$ cat src/rtl/mips_pkg.sv
// rtl/mips_pkg.sv - shared constants and types for the MIPS pipeline memory stage
// Purpose: FSM state encoding for the memory access unit and the word-alignment mask.
// Ports: none (package).
package mips_pkg;

  // Memory access unit FSM encoding
  localparam logic [1:0] MAU_IDLE = 2'd0;
  localparam logic [1:0] MAU_BUSY = 2'd1;
  localparam logic [1:0] MAU_DONE = 2'd2;

  typedef enum logic [1:0] {
    ST_IDLE = MAU_IDLE,
    ST_BUSY = MAU_BUSY,
    ST_DONE = MAU_DONE
  } mau_state_t;

  // Byte-offset bits that must be zero for a word access
  localparam logic [1:0] MAU_ALIGN_MASK = 2'b11;

endpackage

$ cat src/rtl/mau_wait_counter.sv
// rtl/mau_wait_counter.sv - bounded wait counter for outstanding memory requests
// Purpose: counts cycles spent waiting for a memory acknowledge.
// Ports:
//   MAU_CLK  in  clock, rising edge
//   MAU_RST  in  synchronous active-high reset
//   cnt_clr  in  synchronous clear (wins over enable)
//   cnt_en   in  count enable
//   cnt_tc   out terminal count, high while the count equals TIMEOUT-1
module mau_wait_counter #(
  parameter int TIMEOUT = 16
) (
  input  logic MAU_CLK,
  input  logic MAU_RST,
  input  logic cnt_clr,
  input  logic cnt_en,
  output logic cnt_tc
);

  localparam int CW = $clog2(TIMEOUT);

  logic [CW-1:0] cnt;

  assign cnt_tc = (cnt == CW'(TIMEOUT - 1));

  // Holds at terminal count so a stray enable can never wrap back to zero
  always_ff @(posedge MAU_CLK) begin
    if (MAU_RST || cnt_clr) begin
      cnt <= '0;
    end else if (cnt_en && !cnt_tc) begin
      cnt <= cnt + CW'(1);
    end
  end

endmodule

$ cat src/rtl/mem_access_unit.sv
// rtl/mem_access_unit.sv - MIPS memory stage: load/store handshake with pipeline stall
// Purpose: issues a registered req/ack access to data memory for a load or store in
// the M stage, stalls the earlier pipeline stages until it completes, and presents
// the load result plus a bubble-gated register write to the M/WB register.
// Ports:
//   MAU_CLK, MAU_RST            clock, synchronous active-high reset
//   MAU_AluOutM, MAU_WriteDataM byte address and store data from EX/M
//   MAU_MemReadM, MAU_MemWriteM load / store in M (both high = store)
//   MAU_RegWriteM               register-write control from EX/M
//   MAU_MemRdata, MAU_MemAck    data-memory read data and one-cycle completion
//   MAU_MemReq, MAU_MemWe       registered request and write enable
//   MAU_MemAddr, MAU_MemWdata   registered word address and store data
//   MAU_ReadDataM               load result (valid in the completion cycle)
//   MAU_RegWriteOutM            MAU_RegWriteM gated off while stalled
//   MAU_StallM                  freeze PC, F/D, D/E and EX/M
//   MAU_AlignErr, MAU_BusErr    misalignment pulse, sticky timeout flag
module mem_access_unit
  import mips_pkg::*;
#(
  parameter int WIDTH   = 32,
  parameter int TIMEOUT = 16
) (
  input  logic             MAU_CLK,
  input  logic             MAU_RST,
  input  logic [WIDTH-1:0] MAU_AluOutM,
  input  logic [WIDTH-1:0] MAU_WriteDataM,
  input  logic             MAU_MemReadM,
  input  logic             MAU_MemWriteM,
  input  logic             MAU_RegWriteM,
  input  logic [WIDTH-1:0] MAU_MemRdata,
  input  logic             MAU_MemAck,
  output logic             MAU_MemReq,
  output logic             MAU_MemWe,
  output logic [WIDTH-1:0] MAU_MemAddr,
  output logic [WIDTH-1:0] MAU_MemWdata,
  output logic [WIDTH-1:0] MAU_ReadDataM,
  output logic             MAU_RegWriteOutM,
  output logic             MAU_StallM,
  output logic             MAU_AlignErr,
  output logic             MAU_BusErr
);

  mau_state_t state, state_next;

  logic             access;
  logic             misaligned;
  logic             stall;
  logic             start_req;
  logic             take_ack;
  logic             take_timeout;
  logic             take_misalign;
  logic             cnt_clr;
  logic             cnt_en;
  logic             cnt_tc;
  logic             mem_req_q;
  logic             mem_we_q;
  logic [WIDTH-1:0] mem_addr_q;
  logic [WIDTH-1:0] mem_wdata_q;
  logic [WIDTH-1:0] hold_q;
  logic             align_err_q;
  logic             bus_err_q;

  assign access     = MAU_MemReadM | MAU_MemWriteM;
  assign misaligned = |(MAU_AluOutM[1:0] & MAU_ALIGN_MASK);

  mau_wait_counter #(
    .TIMEOUT (TIMEOUT)
  ) u_wait_counter (
    .MAU_CLK (MAU_CLK),
    .MAU_RST (MAU_RST),
    .cnt_clr (cnt_clr),
    .cnt_en  (cnt_en),
    .cnt_tc  (cnt_tc)
  );

  always_ff @(posedge MAU_CLK) begin
    if (MAU_RST) begin
      state <= ST_IDLE;
    end else begin
      state <= state_next;
    end
  end

  always_comb begin
    state_next    = state;
    stall         = 1'b0;
    start_req     = 1'b0;
    take_ack      = 1'b0;
    take_timeout  = 1'b0;
    take_misalign = 1'b0;
    cnt_clr       = 1'b0;
    cnt_en        = 1'b0;
    case (state)
      ST_IDLE: begin
        if (access) begin
          stall = 1'b1;
          if (misaligned) begin
            take_misalign = 1'b1;
            state_next    = ST_DONE;
          end else begin
            start_req  = 1'b1;
            cnt_clr    = 1'b1;
            state_next = ST_BUSY;
          end
        end
      end
      ST_BUSY: begin
        stall  = 1'b1;
        cnt_en = 1'b1;
        // An ack arriving in the terminal-count cycle still completes the access
        if (MAU_MemAck) begin
          take_ack   = 1'b1;
          state_next = ST_DONE;
        end else if (cnt_tc) begin
          take_timeout = 1'b1;
          state_next   = ST_DONE;
        end
      end
      ST_DONE: begin
        state_next = ST_IDLE;
      end
      default: begin
        state_next = ST_IDLE;
      end
    endcase
    // The pipeline must never freeze while the unit is being reset
    if (MAU_RST) begin
      stall = 1'b0;
    end
  end

  always_ff @(posedge MAU_CLK) begin
    if (MAU_RST) begin
      mem_req_q   <= 1'b0;
      mem_we_q    <= 1'b0;
      mem_addr_q  <= '0;
      mem_wdata_q <= '0;
      hold_q      <= '0;
      align_err_q <= 1'b0;
      bus_err_q   <= 1'b0;
    end else begin
      align_err_q <= 1'b0;
      if (start_req) begin
        mem_req_q   <= 1'b1;
        mem_we_q    <= MAU_MemWriteM;
        mem_addr_q  <= MAU_AluOutM & ~{{(WIDTH-2){1'b0}}, MAU_ALIGN_MASK};
        mem_wdata_q <= MAU_WriteDataM;
      end
      if (take_ack) begin
        mem_req_q <= 1'b0;
        mem_we_q  <= 1'b0;
        hold_q    <= mem_we_q ? '0 : MAU_MemRdata;
      end
      if (take_timeout) begin
        mem_req_q <= 1'b0;
        mem_we_q  <= 1'b0;
        bus_err_q <= 1'b1;
        hold_q    <= '0;
      end
      if (take_misalign) begin
        align_err_q <= 1'b1;
        hold_q      <= '0;
      end
    end
  end

  assign MAU_MemReq       = mem_req_q;
  assign MAU_MemWe        = mem_we_q;
  assign MAU_MemAddr      = mem_addr_q;
  assign MAU_MemWdata     = mem_wdata_q;
  assign MAU_ReadDataM    = hold_q;
  assign MAU_StallM       = stall;
  assign MAU_RegWriteOutM = MAU_RegWriteM & ~stall;
  assign MAU_AlignErr     = align_err_q;
  assign MAU_BusErr       = bus_err_q;

endmodule
$ cat config.mk
export PLATFORM = sky130hd
export DESIGN_NAME = mem_access_unit
export DESIGN_NICKNAME = d
export VERILOG_FILES = /design/src/rtl/mips_pkg.sv /design/src/rtl/mau_wait_counter.sv /design/src/rtl/mem_access_unit.sv
export SDC_FILE = /design/constraint.sdc
export NUM_CORES = 1
export LEC_CHECK = 0
export ABC_AREA = 1
export BUFFER_PORTS_ARGS = -buffer_cell sky130_fd_sc_hd__buf_4
export CORE_AREA = 2 2 104 106
export CTS_CLUSTER_DIAMETER = 30
export DETAILED_ROUTE_END_ITERATION = 10
export DIE_AREA = 0 0 106 108
export GPL_TIMING_DRIVEN = 0
export PLACE_DENSITY = 0.76
export SLEW_MARGIN = 20
export SYNTH_ARGS = -nofsm -noshare
export SYNTH_HDL_FRONTEND = slang
export SYNTH_HIERARCHICAL = 1
export SYNTH_SLANG_ARGS = --single-unit
$ cat constraint.sdc
create_clock -name MAU_CLK -period 1.9 [get_ports MAU_CLK]
set_input_delay 0.19 -clock MAU_CLK [delete_from_list [all_inputs] [get_ports MAU_CLK]]
set_output_delay 0.19 -clock MAU_CLK [all_outputs]
set_load 0.05 [all_outputs]
[Word level (Yosys, flattened, before mapping)]
Cells that the tools add are included.
Cells by class
  add/subtract/negate cells: 1
  equality and inequality tests: 4
  muxes and demuxes: 22
  bitwise operators: 3
  reduce and logical (&&, ||, !) cells: 8
Operator list (count)
  $mux 32: 1
  $mux 1: 15
  $mux 2: 4
  $reduce_or 3->1: 2
  $add 4x1->4 const B: 1
  $eq 4x4->1 const B: 1
  $pmux 2 s2: 1
  $ne 3x2->1 const B: 1
  $eq 2x1->1 const B: 1
  $logic_not 2->1: 1
  $ne 2x2->1 const B: 1
  $pmux 1 s2: 1
  $reduce_and 2->1: 1
  $reduce_or 2->1: 1
  $and 1x1->1: 1
  $logic_and 1x1->1: 1
  $logic_not 1->1: 1
  $logic_or 1x1->1: 1
  $not 1->1: 1
  $or 1x1->1: 1
Storage, ports and cells
  bits in registers: 104
  output and inout bits: 102
  word-level logic and storage cells: 47

[Logic depth before layout (Yosys ltp)]
Gate-level depths: netlist of the first run.
  word-level depth: 6
  gate-level depth with buffers: 10
  gate-level depth less buffers: 10

[Modules after synthesis]
Netlist of the first run, hierarchy kept.
Modules (own cells, without submodules)
  mem_access_unit: times used 1, cells an instance 683, area an instance 4376.7 µm², seq. area each 2001.9 µm²
  mau_wait_counter: times used 1, cells an instance 29, area an instance 200.2 µm², seq. area each 80.1 µm²

[Least setup slack after synthesis of the first run]
Ideal clock, no wire load.
  kind: register -> output
  start: reg state[1]
  end: out MAU_RegWriteOutM
  arrival time: 1.609 ns
  path slack: 0.101 ns
  cell stages (with the launch flop): 5
  cell sequence: dfxtp_1 > inv_1 > nand2_1 > nor2_1 > nor2_1
Between the ends
  word-level cells in the longest chain between the ends: 5
RTL lines
  start: declaration: RTL line mem_access_unit.sv:43  | mau_state_t state, state_next;
  start signal: assignment: RTL line mem_access_unit.sv:80  | state <= state_next;
  $eq 2x1->1 / $logic_not 2->1 (equally long branches): RTL line mem_access_unit.sv:93  | case (state)
  $pmux 1 s2 (*): RTL line mem_access_unit.sv:93
  $mux 1 (*): RTL line mem_access_unit.sv:127  | if (MAU_RST) begin
  named net MAU_StallM: RTL line mem_access_unit.sv:38  | output logic MAU_StallM,
  $not 1->1 (*): RTL line mem_access_unit.sv:173  | assign MAU_RegWriteOutM = MAU_RegWriteM & ~stall;
  $and 1x1->1 (*): RTL line mem_access_unit.sv:173
  end: declaration: RTL line mem_access_unit.sv:37  | output logic MAU_RegWriteOutM,
The timed path passes the listed nets; every way through them passes the cells marked *.

[Worst setup path after layout of the first run]
  start: reg state[1]
  end: out MAU_RegWriteOutM
Between the ends
  word-level cells in the longest chain between the ends: 5
RTL lines (RTL line)
  $eq 2x1->1 / $logic_not 2->1 (equally long branches): mem_access_unit.sv:93
  $pmux 1 s2 (*): mem_access_unit.sv:93
  $mux 1 (*): mem_access_unit.sv:127
  $not 1->1 (*): mem_access_unit.sv:173
  $and 1x1->1 (*): mem_access_unit.sv:173
Every way passes the cells marked *; elsewhere a longest branch is shown, timed or not.

==> results.sh, run 1 <==
export IMPL_run_status="finished clean"
export IMPL_finalSetupViolations=0
export IMPL_cts_buffer_depth=2
export IMPL_synth_seq_area_share_pct=45.49
export IMPL_cp_max_fo=3
export IMPL_grt_setup_unrepaired="no"
export IMPL_synthesis_area_sq_mm=0.004577
export IMPL_tritoncts="built"
export IMPL_grt_pass1_wl_um=19070
export IMPL_post_synthesis_instance_total=712
export IMPL_detail_route_wl_per_cell_um=11.03
export IMPL_drv_cap=0
export IMPL_root_buffer="sky130_fd_sc_hd__clkbuf_8"
export IMPL_holdWs_ps=29.01
export IMPL_setup_tns_final_ps=0
export IMPL_drtPass1Iterations=4
export IMPL_vias_in_the_first_global_route=4209
export IMPL_peakVddDrop_uv=465.5
export IMPL_globalplace_congestion=0.7991
export IMPL_pin_count_of_the_biggest_net_entering_global_routing=17
export IMPL_timing_critical_path_slowest_stage_cell="sky130_fd_sc_hd__dfxtp_1"
export IMPL_crit_required_ps=1710
export IMPL_post_cts_setup_buffers=0
export IMPL_die_w_um=106
export IMPL_post_cts_hold_fix_bufs=0
export IMPL_worst_hold_path_type="input pin to register"
export IMPL_initial_utilization_pct=44.74
export IMPL_route_detailed_drc=0
export IMPL_synth_area_per_cell_sq_um=6.428
export IMPL_fp_dieArea_sq_mm=0.01145
export IMPL_finalNetCount=1028
export IMPL_syn2layout_area_growth_pct=42.13
export IMPL_drt_wirelength_um=11760
export IMPL_cts_clk_slew_worst_paths_ps=90
export IMPL_fp_row_count=37
export IMPL_drtIter0Drc=183
export IMPL_finalCriticalPeriod_ps=1517
export IMPL_floorplan_core_area_sq_mm=0.01023
export IMPL_globalRoute_totalOverflow=0
export IMPL_clock_insertion_delay_worst_skew_ps=360
export IMPL_dpl_hpwl_um=8789
export IMPL_fmax_mhz=659.0
export IMPL_num_vias=4528
export IMPL_rrSetupSlack_ps=400
export IMPL_worst_setup_path_end_kind="primary output"
export IMPL_flops_latches_synth=104
export IMPL_worstSetupPathType="register to primary output"
export IMPL_post_cts_resize_count=0
export IMPL_critPathArrivalTime_ps=1330
export IMPL_finalHoldViolCount=0
export IMPL_grt_usage_pct=20.46
export IMPL_antenna_diode_count=0
export IMPL_critPathLaunchType="register"
export IMPL_synth_yosys_warnings=6
export IMPL_layout_drive_gt1_share_pct=27.31
export IMPL_leakage_nw=3.760
export IMPL_placement_io_buffers=201
export IMPL_via_per_inst=4.248
export IMPL_clock_net_sink_count=104
export IMPL_maxSlewViolCount=0
export IMPL_die_h_um=108
export IMPL_crit_path_cell_trace="inv_1 -> nand2_1 -> nor2_1 -> nor2_1 -> buf_4"
export IMPL_cpMostUsedCell="sky130_fd_sc_hd__nor2_1"
export IMPL_synthDistinctLibCells=19
export IMPL_cts_max_level=3
export IMPL_clock_skew_ps=12.16
export IMPL_leading_cell_types_in_the_layout_fill_and_taps_excluded="210 x sky130_fd_sc_hd__buf_4, 208 x sky130_fd_sc_hd__nor2_1, 167 x sky130_fd_sc_hd__nand2_1, 142 x sky130_fd_sc_hd__inv_1, 104 x sky130_fd_sc_hd__dfxtp_1"
export IMPL_timing_critical_path_slowest_cell_delay_ps=350
export IMPL_numCtsBuffers=9
export IMPL_cellPowerDensity_mw_per_mm2=809.9
export IMPL_most_common_cell_after_layout_fill_and_taps_aside="sky130_fd_sc_hd__buf_4"
export IMPL_remaining_antenna_violation_count=0
export IMPL_number_of_antenna_violations_at_the_first_check_in_global_routing=0
export IMPL_layout_worst_path_cycle_share_pct=79.86
export IMPL_floorplan_io_pins=204
## final timing paths
| kind | start | end | cells past startpoint |
|---|---|---|---|
| max | state[1]$_SDFFE_PP0P_ | MAU_RegWriteOutM | 5 |
| min | MAU_RST | MAU_BusErr$_SDFFE_PP0P_ | 2 |
| min reg2reg | MAU_BusErr$_SDFFE_PP0P_ | MAU_BusErr$_SDFFE_PP0P_ | 2 |
| max reg2reg | u_wait_counter/cnt[0]$_SDFFE_PP0P_ | MAU_ReadDataM[27]$_SDFFE_PP0P_ | 9 |
## worst max-delay path: cells and delay by family (launching register included)
kind	cells	cell delay, ps
buffers and inverters	2	280
and+or+nand+nor	3	350
DFF	1	350
## cells by family after synthesis
logic type / synth area share [%]
AO/OA/AOI/OAI: 4.264
buffers and inverters: 17.28
flip-flops: 45.49
adder cells (fa/ha/maj): 0.2733
AND/OR/NAND/NOR: 32.61
other: 0.08193
## routing by layer
layer | GRT usage (%) | share of wire [%]
met1 | 24.66 | 43
met2 | 36.13 | 48
met3 | 4.641 | 7.0
met4 | 6.955 | 1.8
met5 | 0 | 0
## final cells by class
type | count | area [sq um]
clock inverter | 5 | 103.9
fill | 1006 | 3726
multi-input combinational | 430 | 1708
inverter | 142 | 533.0
clock buffer | 11 | 141.4
buffer | 37 | 257.7
tap | 136 | 170.2
sequential | 104 | 2082
timing repair buffer | 201 | 1509
## through the flow
| step | total power (W) | cell area (sq um) | util [%] | worst slack (ps) | cells |
|---|---|---|---|---|---|
| 5_1_grt | 0.005517 | 6505 | 63.58 | 230.2 | 1066 |
| 6_report | 0.005268 | 6505 | 63.58 | 382.7 | 1066 |
| 4_1_cts | 0.005329 | 6505 | 63.58 | 358.0 | 1066 |
| 2_1_floorplan | 0.003215 | 4581 | - | 101.1 | 713 |
| 3_5_place_dp | 0.003659 | 6260 | 61.18 | 416.6 | 1050 |
| 3_3_place_gp | 0.003646 | 6260 | 61.18 | 426.1 | 1050 |
## synth_stat cells
| master | instances | share of area (%) |
|---|---|---|
| sky130_fd_sc_hd__o21ai_1 | 30 | 3.3 |
| sky130_fd_sc_hd__nand2_1 | 167 | 14 |
| sky130_fd_sc_hd__nor2_2 | 2 | 0.27 |
| sky130_fd_sc_hd__nand3_1 | 6 | 0.66 |
| sky130_fd_sc_hd__buf_4 | 9 | 1.5 |
| sky130_fd_sc_hd__buf_2 | 13 | 1.4 |
| sky130_fd_sc_hd__nor2_1 | 208 | 17 |
| sky130_fd_sc_hd__inv_1 | 142 | 12 |
| sky130_fd_sc_hd__nand4_1 | 1 | 0.14 |
| sky130_fd_sc_hd__nand2_2 | 1 | 0.14 |
| sky130_fd_sc_hd__o21ai_0 | 6 | 0.66 |
| sky130_fd_sc_hd__a21oi_1 | 3 | 0.33 |
| sky130_fd_sc_hd__conb_1 | 1 | 0.082 |
| sky130_fd_sc_hd__clkbuf_2 | 1 | 0.11 |
| sky130_fd_sc_hd__dfxtp_1 | 104 | 45 |
| sky130_fd_sc_hd__buf_6 | 9 | 2.2 |
| sky130_fd_sc_hd__nand3_2 | 3 | 0.66 |
| sky130_fd_sc_hd__clkbuf_1 | 5 | 0.41 |
| sky130_fd_sc_hd__ha_1 | 1 | 0.27 |
## state kept, by name, summed over array words and instances (netlist names)
register,cells
u_wait_counter/cnt,4
MAU_AlignErr,1
MAU_MemAddr,30
MAU_BusErr,1
MAU_MemWe,1
MAU_MemWdata,32
MAU_ReadDataM,32
state,2
MAU_MemReq,1
## power breakdown
part	internal [W]	switching, W
registers	0.00230	0.0000615
clock network	0.000913	0.000751
logic	0.000451	0.000795
total	0.00366	0.00161
(Power assumes the default switching activity.)
==> run 2, diff against run 1 <==
--- a/config.mk
+++ b/config.mk
@@ -5,14 +5,14 @@
 export SDC_FILE = /design/constraint.sdc
 export NUM_CORES = 1
 export LEC_CHECK = 0
-export ABC_AREA = 1
+export ABC_AREA = 0
 export BUFFER_PORTS_ARGS = -buffer_cell sky130_fd_sc_hd__buf_4
 export CORE_AREA = 2 2 104 106
 export CTS_CLUSTER_DIAMETER = 30
 export DETAILED_ROUTE_END_ITERATION = 10
 export DIE_AREA = 0 0 106 108
 export GPL_TIMING_DRIVEN = 0
-export PLACE_DENSITY = 0.76
+export PLACE_DENSITY = 0.75
 export SLEW_MARGIN = 20
 export SYNTH_ARGS = -nofsm -noshare
 export SYNTH_HDL_FRONTEND = slang
==> constraint.sdc (replaced) <==
create_clock -name MAU_CLK -period 1.4 [get_ports MAU_CLK]
set_input_delay 0.14 -clock MAU_CLK [delete_from_list [all_inputs] [get_ports MAU_CLK]]
set_output_delay 0.14 -clock MAU_CLK [all_outputs]
set_load 0.05 [all_outputs]
==> results.sh, run 2 <==
export IMPL_via_per_inst=5.718
export IMPL_die_h_um=108
export IMPL_floorplan_io_pins=204
export IMPL_switching_power_w=0.002328
export IMPL_yosysTopAreaCell="sky130_fd_sc_hd__dfxtp_1"
export IMPL_fp_dieArea_sq_mm=0.01145
export IMPL_synthDistinctLibCells=39
export IMPL_cts_clk_slew_worst_paths_ps=100
export IMPL_number_of_antenna_violations_at_the_first_check_in_global_routing=0
export IMPL_post_cts_hold_fix_bufs=0
export IMPL_critical_path_buf_inv_count=2
export IMPL_cp_max_fo=10
export IMPL_clock_insertion_delay_worst_skew_ps=370
export IMPL_worstMarginPinSlew_ps=1117
export IMPL_run_status="finished, violations left"
export IMPL_die_w_um=106
export IMPL_initial_utilization_pct=44.03
export IMPL_async_flop_share_pct=0
export IMPL_flops_latches_synth=104
export IMPL_numPlacedInstances=836
export IMPL_share_clk_of_total_power_pct=29.1
export IMPL_synth_area_leaders="sky130_fd_sc_hd__dfxtp_1 46%, sky130_fd_sc_hd__o31ai_1 11%, sky130_fd_sc_hd__nand4_1 8.8%, sky130_fd_sc_hd__a21oi_1 7.2%, sky130_fd_sc_hd__a21oi_2 5.8%"
export IMPL_finalSetupViolations=90
export IMPL_drtPass1Iterations=7
export IMPL_worst_hold_path_type="input pin to register"
export IMPL_dpl_hpwl_um=10370
export IMPL_maxSlewViolCount=0
export IMPL_worst_setup_path_end_kind="register"
export IMPL_leading_cell_types_in_the_layout_fill_and_taps_excluded="210 x sky130_fd_sc_hd__buf_4, 100 x sky130_fd_sc_hd__dfxtp_1, 63 x sky130_fd_sc_hd__nand4_1, 50 x sky130_fd_sc_hd__o31ai_4, 49 x sky130_fd_sc_hd__a21oi_1"
export IMPL_floorplan_core_area_sq_mm=0.01023
export IMPL_crit_path_cell_trace="ha_4 -> nand3_4 -> inv_4 -> and4bb_4 -> a311o_2 -> buf_8 -> a21oi_2"
export IMPL_netlist_area_leader_share_pct=46.22
export IMPL_detail_route_wl_per_cell_um=18.56
export IMPL_most_common_cell_after_layout_fill_and_taps_aside="sky130_fd_sc_hd__buf_4"
export IMPL_crit_required_ps=1700
export IMPL_vias_in_the_first_global_route=4744
export IMPL_clock_net_sink_count=104
export IMPL_grt_setup_unrepaired="yes"
export IMPL_final_non_filler_cell_total=871
export IMPL_finalHoldViolCount=0
export IMPL_root_buffer="sky130_fd_sc_hd__clkbuf_8"
export IMPL_peakVddDrop_uv=608.9
export IMPL_numCtsBuffers=9
export IMPL_cts_buffer_depth=2
export IMPL_failed_checks="negative setup slack"
export IMPL_grt_usage_pct=25.53
export IMPL_filler_cell_count=675
export IMPL_globalRoute_totalOverflow=0
export IMPL_layout_worst_path_cycle_share_pct=119.1
export IMPL_timing_critical_path_slowest_stage_cell="sky130_fd_sc_hd__a311o_2"
export IMPL_critPathArrivalTime_ps=1960
export IMPL_syn2layout_area_growth_pct=70.94
export IMPL_leakage_nw=2.795
export IMPL_drtIter0Drc=344
export IMPL_timing_critical_path_slowest_cell_delay_ps=410
export IMPL_clock_skew_ps=8.784
export IMPL_pin_count_of_the_biggest_net_entering_global_routing=18
export IMPL_cellPowerDensity_mw_per_mm2=929.0
export IMPL_synth_seq_area_share_pct=46.22
export IMPL_max_slew_margin_rel_pct=25.54
export IMPL_fp_row_count=37
export IMPL_antenna_diode_count=0
export IMPL_power_frac_seq_pct=44.0
export IMPL_remaining_antenna_violation_count=0
export IMPL_setup_tns_final_ps=-11260
export IMPL_fmax_mhz=599.6
export IMPL_drv_cap=0
export IMPL_synth_edff_count=0
export IMPL_synth_area_per_cell_sq_um=9.045
export IMPL_finalNetCount=834
export IMPL_drt_wirelength_um=16160
export IMPL_worstSetupPathType="register to register"
export IMPL_tritoncts="built"
export IMPL_cts_max_level=3
export IMPL_finalCriticalPeriod_ps=1668
export IMPL_grt_pass1_wl_um=23690
export IMPL_power_frac_comb_pct=26.9
export IMPL_critPathLaunchType="register"
export IMPL_synthesis_area_sq_mm=0.004504
export IMPL_synth_yosys_warnings=6
export IMPL_p_int_w=0.004826
export IMPL_fin_ws_ps=-267.9
export IMPL_category_of_cells_accounting_for_the_largest_share_of_critical_path_delay="compound AO/OA/AOI/OAI gates"
export IMPL_globalplace_congestion=0.8300
export IMPL_route_detailed_drc=0
export IMPL_post_synthesis_instance_total=498
export IMPL_num_vias=4980
export IMPL_synth_flop_cell="sky130_fd_sc_hd__dfxtp_1"
export IMPL_yosys_top_cells_count="104 x sky130_fd_sc_hd__dfxtp_1, 65 x sky130_fd_sc_hd__a21oi_1, 63 x sky130_fd_sc_hd__nand4_1, 63 x sky130_fd_sc_hd__o31ai_1, 34 x sky130_fd_sc_hd__nand2_1"
export IMPL_yosysMostFrequentCell="sky130_fd_sc_hd__dfxtp_1"
export IMPL_placement_io_buffers=201
export IMPL_layout_drive_gt1_share_pct=54.29
export IMPL_swShare_pct=32.54
[run 2: final timing paths]
| path | startpoint | to | slack, ps | cells past startpoint |
|---|---|---|---|---|
| worst min register to register | MAU_ReadDataM[31]$_SDFFE_PP0P_ | MAU_ReadDataM[31]$_SDFFE_PP0P_ | 460 | 2 |
| worst max-delay path | u_wait_counter/cnt[1]$_SDFFE_PP0P_ | MAU_ReadDataM[22]$_SDFFE_PP0P_ | -270 | 7 |
| worst min-delay path | MAU_WriteDataM[14] | MAU_MemWdata[14]$_SDFFE_PP0P_ | 30 | 3 |
| worst max register to register | u_wait_counter/cnt[1]$_SDFFE_PP0P_ | MAU_ReadDataM[22]$_SDFFE_PP0P_ | -270 | 7 |
[run 2: logic make-up after synthesis]
logic type	Yosys count	synth area share [%]
fa+ha+maj	1	0.2777
simple gates	156	20.53
flops	104	46.22
other cells	1	0.08325
compound gates	169	25.78
buf+inv	67	7.111
[run 2: power by group through the flow]
stage / logic [W] / clock network (W) / registers, W
2_1_floorplan: 0.000532 / 0 / 0.00348
6_report: 0.00193 / 0.00208 / 0.00315
3_3_place_gp: 0.00135 / 0 / 0.00318
5_1_grt: 0.00202 / 0.00221 / 0.00316
3_5_place_dp: 0.00137 / 0 / 0.00318
4_1_cts: 0.00158 / 0.00209 / 0.00312
[run 2: tightest hold or removal path, delay by kind of cell]
family	cells	cell delay [ps]
buffers and inverters	1	110
AND/OR/NAND/NOR	1	60
AO/OA/AOI/OAI	1	50
[run 2: area by class of cell]
| type | instances | area (sq um) | area share [%] |
|---|---|---|---|
| clock buffer | 9 | 123.9 | 1.609 |
| buffer | 64 | 409.1 | 5.314 |
| inverter | 3 | 13.76 | 0.1787 |
| sequential | 104 | 2097 | 27.23 |
| clock inverter | 6 | 93.84 | 1.219 |
| timing repair buffer | 221 | 1823 | 23.68 |
| tap | 136 | 170.2 | 2.210 |
| multi-input combinational | 328 | 2969 | 38.56 |
[run 2: timing repair]
item | 4_1_cts | 5_1_grt
cloned | 2 | 5
gates resized for setup | 89 | 109
pin swaps | 14 | 55
setup buffers | 10 | 3
endpoints found under the setup margin | 99 | 101
endpoints found under the hold margin | 0 | 0
[run 2: per-layer routing]
metal,GRT usage (%),vias up,routed length [um]
met4,8.271,0,310
met2,43.55,239,8123
met5,0,-,0
li1,-,2335,-
met3,5.184,26,1218
met1,32.57,2380,6511
[run 2: metrics by stage]
step	setup WS [ps]	util [%]	power, W	hold WS, ps	area (sq um)
after CTS	-233.8	67.79	0.006788	11.15	6935
after global routing	-300.9	75.26	0.007384	19.77	7700
after floorplan	-82.33	-	0.004012	238.1	4528
after global placement	-247.9	60.67	0.004532	397.4	6207
after detailed placement	-259.2	60.67	0.004554	404.7	6207
final	-267.9	75.26	0.007153	26.50	7700
==> run 3, diff against run 2 <==
--- a/config.mk
+++ b/config.mk
@@ -7,12 +7,14 @@
 export LEC_CHECK = 0
 export ABC_AREA = 0
 export BUFFER_PORTS_ARGS = -buffer_cell sky130_fd_sc_hd__buf_4
-export CORE_AREA = 2 2 104 106
+export CAP_MARGIN = 20
+export CORE_AREA = 4 4 106 108
 export CTS_CLUSTER_DIAMETER = 30
 export DETAILED_ROUTE_END_ITERATION = 10
-export DIE_AREA = 0 0 106 108
+export DIE_AREA = 0 0 110 112
 export GPL_TIMING_DRIVEN = 0
 export PLACE_DENSITY = 0.75
+export SKIP_LAST_GASP = 1
 export SLEW_MARGIN = 20
 export SYNTH_ARGS = -nofsm -noshare
 export SYNTH_HDL_FRONTEND = slang
==> results.sh, run 3 (same netlist as run 2, synthesis figures left out) <==
export IMPL_multiInputGateArea_sq_mm=0.002705
export IMPL_fp_row_count=37
export IMPL_cp_max_fo=10
export IMPL_globalRoute_totalOverflow=0
export IMPL_globalplace_congestion=0.8364
export IMPL_finalHoldViolCount=0
export IMPL_floorplan_io_pins=204
export IMPL_register_area_sq_mm=0.002097
export IMPL_tritoncts="built"
export IMPL_peakVddDrop_uv=505.5
export IMPL_max_slew_margin_rel_pct=30.16
export IMPL_finalCriticalPeriod_ps=1629
export IMPL_cts_max_level=3
export IMPL_clock_insertion_delay_worst_skew_ps=370
export IMPL_leading_cell_types_in_the_layout_fill_and_taps_excluded="214 x sky130_fd_sc_hd__buf_4, 100 x sky130_fd_sc_hd__dfxtp_1, 63 x sky130_fd_sc_hd__nand4_1, 59 x sky130_fd_sc_hd__a21oi_1, 36 x sky130_fd_sc_hd__a21oi_2"
export IMPL_die_h_um=112
export IMPL_antenna_diode_count=0
export IMPL_maxSlewViolCount=0
export IMPL_clock_skew_ps=12.45
export IMPL_filler_cell_count=767
export IMPL_timing_critical_path_slowest_cell_delay_ps=410
export IMPL_syn2layout_area_growth_pct=63.42
export IMPL_grt_usage_pct=23.34
export IMPL_placement_io_buffers=201
export IMPL_drv_cap=0
export IMPL_root_buffer="sky130_fd_sc_hd__clkbuf_8"
export IMPL_pin_count_of_the_biggest_net_entering_global_routing=18
export IMPL_worstMarginPinSlew_ps=1048
export IMPL_layout_worst_path_cycle_share_pct=116.3
export IMPL_route_detailed_drc=0
export IMPL_crit_path_cell_trace="ha_4 -> nand3_4 -> inv_4 -> and4bb_4 -> a311o_2 -> buf_6 -> a21oi_2"
export IMPL_dpl_hpwl_um=10700
export IMPL_clock_net_sink_count=104
export IMPL_most_common_cell_after_layout_fill_and_taps_aside="sky130_fd_sc_hd__buf_4"
export IMPL_post_cts_hold_fix_bufs=0
export IMPL_num_vias=4944
export IMPL_detail_route_wl_per_cell_um=18.50
export IMPL_worst_setup_path_end_kind="register"
export IMPL_final_non_filler_cell_total=870
export IMPL_worst_hold_path_type="input pin to register"
export IMPL_numPlacedInstances=836
export IMPL_fp_dieArea_sq_mm=0.01232
export IMPL_cts_clk_slew_worst_paths_ps=110
export IMPL_worstSetupPathType="register to register"
export IMPL_remaining_antenna_violation_count=0
export IMPL_drtPass1Iterations=6
export IMPL_layout_drive_gt1_share_pct=51.50
export IMPL_grt_setup_unrepaired="yes"
export IMPL_run_status="finished, violations left"
export IMPL_cts_buffer_depth=2
export IMPL_fmax_mhz=613.9
export IMPL_number_of_antenna_violations_at_the_first_check_in_global_routing=0
export IMPL_finalSetupViolations=99
export IMPL_crit_required_ps=1700
export IMPL_via_per_inst=5.683
export IMPL_initial_utilization_pct=44.03
export IMPL_timing_critical_path_slowest_stage_cell="sky130_fd_sc_hd__a311o_2"
export IMPL_grt_pass1_wl_um=23230
export IMPL_failed_checks="negative setup slack"
export IMPL_critPathLaunchType="register"
export IMPL_design_power_total_w=0.006820
export IMPL_cellPowerDensity_mw_per_mm2=926.5
export IMPL_floorplan_core_area_sq_mm=0.01023
export IMPL_drtIter0Drc=336
export IMPL_die_w_um=110
export IMPL_critPathArrivalTime_ps=1930
export IMPL_vias_in_the_first_global_route=4684
export IMPL_drt_wirelength_um=16090
export IMPL_finalNetCount=833
export IMPL_leakage_nw=2.740
export IMPL_numCtsBuffers=9
export IMPL_finish_utilization_pct=71.95
export IMPL_fin_ws_ps=-228.9
## run 3: per-stage QoR
step                cell area, sq um  TNS [ps]  hold slack, ps  setup WS (ps)
floorplan                       4528     -2470           238.1         -82.33
global placement                6207     -9350           395.6         -231.1
detailed placement              6207    -12080           394.6         -244.3
CTS                             6648     -8218           3.125         -216.1
global route                    7361    -14790           4.144         -280.1
finish                          7361    -10480           20.46         -228.9
## run 3: path summary, 6_finish.rpt
kind / slack, ps / endpoint / from / depth (start not counted)
worst max-delay path: -230 / MAU_ReadDataM[5]$_SDFFE_PP0P_ / u_wait_counter/cnt[0]$_SDFFE_PP0P_ / 7
worst min-delay path: 20 / MAU_MemAddr[15]$_SDFFE_PP0P_ / MAU_AluOutM[15] / 3
worst max register to register: -230 / MAU_ReadDataM[5]$_SDFFE_PP0P_ / u_wait_counter/cnt[0]$_SDFFE_PP0P_ / 7
worst min register to register: 460 / MAU_ReadDataM[21]$_SDFFE_PP0P_ / MAU_ReadDataM[21]$_SDFFE_PP0P_ / 2
## run 3: metal layers
metal  up-vias  GRT usage (%)  part of all wire (%)  wire length (um)
met1      2389          29.59                    41              6534
met2       200          38.07                    48              7770
li1       2331              -                     -                 -
met4         0          6.899                   2.0               319
met5         -              0                     0                 0
met3        24          6.841                   9.1              1468
## run 3: repair_timing
| action | CTS | global route |
|---|---|---|
| gates cloned | 1 | 3 |
| pin swaps | 0 | 36 |
| setup endpoints to repair | 98 | 100 |
| buffers inserted | 7 | 9 |
| resized for setup | 44 | 120 |
## run 3: layout make-up
| class | count | area share [%] |
|---|---|---|
| tap | 136 | 2.312 |
| buffer | 64 | 5.898 |
| multi-input combinational | 328 | 36.75 |
| clock buffer | 9 | 1.683 |
| sequential | 104 | 28.49 |
| inverter | 3 | 0.1870 |
| timing repair buffer | 220 | 23.76 |
| clock inverter | 6 | 0.9179 |
## run 3: power by group
| part | switching, W | internal [W] |
|---|---|---|
| Sequential | 0.0000869 | 0.00305 |
| Combinational | 0.00108 | 0.000710 |
| Clock | 0.00106 | 0.000828 |
| Total | 0.00223 | 0.00459 |
## run 3: worst max-delay path: cells and delay by family (launching register included)
family                     cells  cell delay (ps)
AOI/OAI and AO/OA              2              520
DFF                            1              370
and+or+nand+nor                2              280
buffers and inverters          2              230
adders and majority gates      1              170
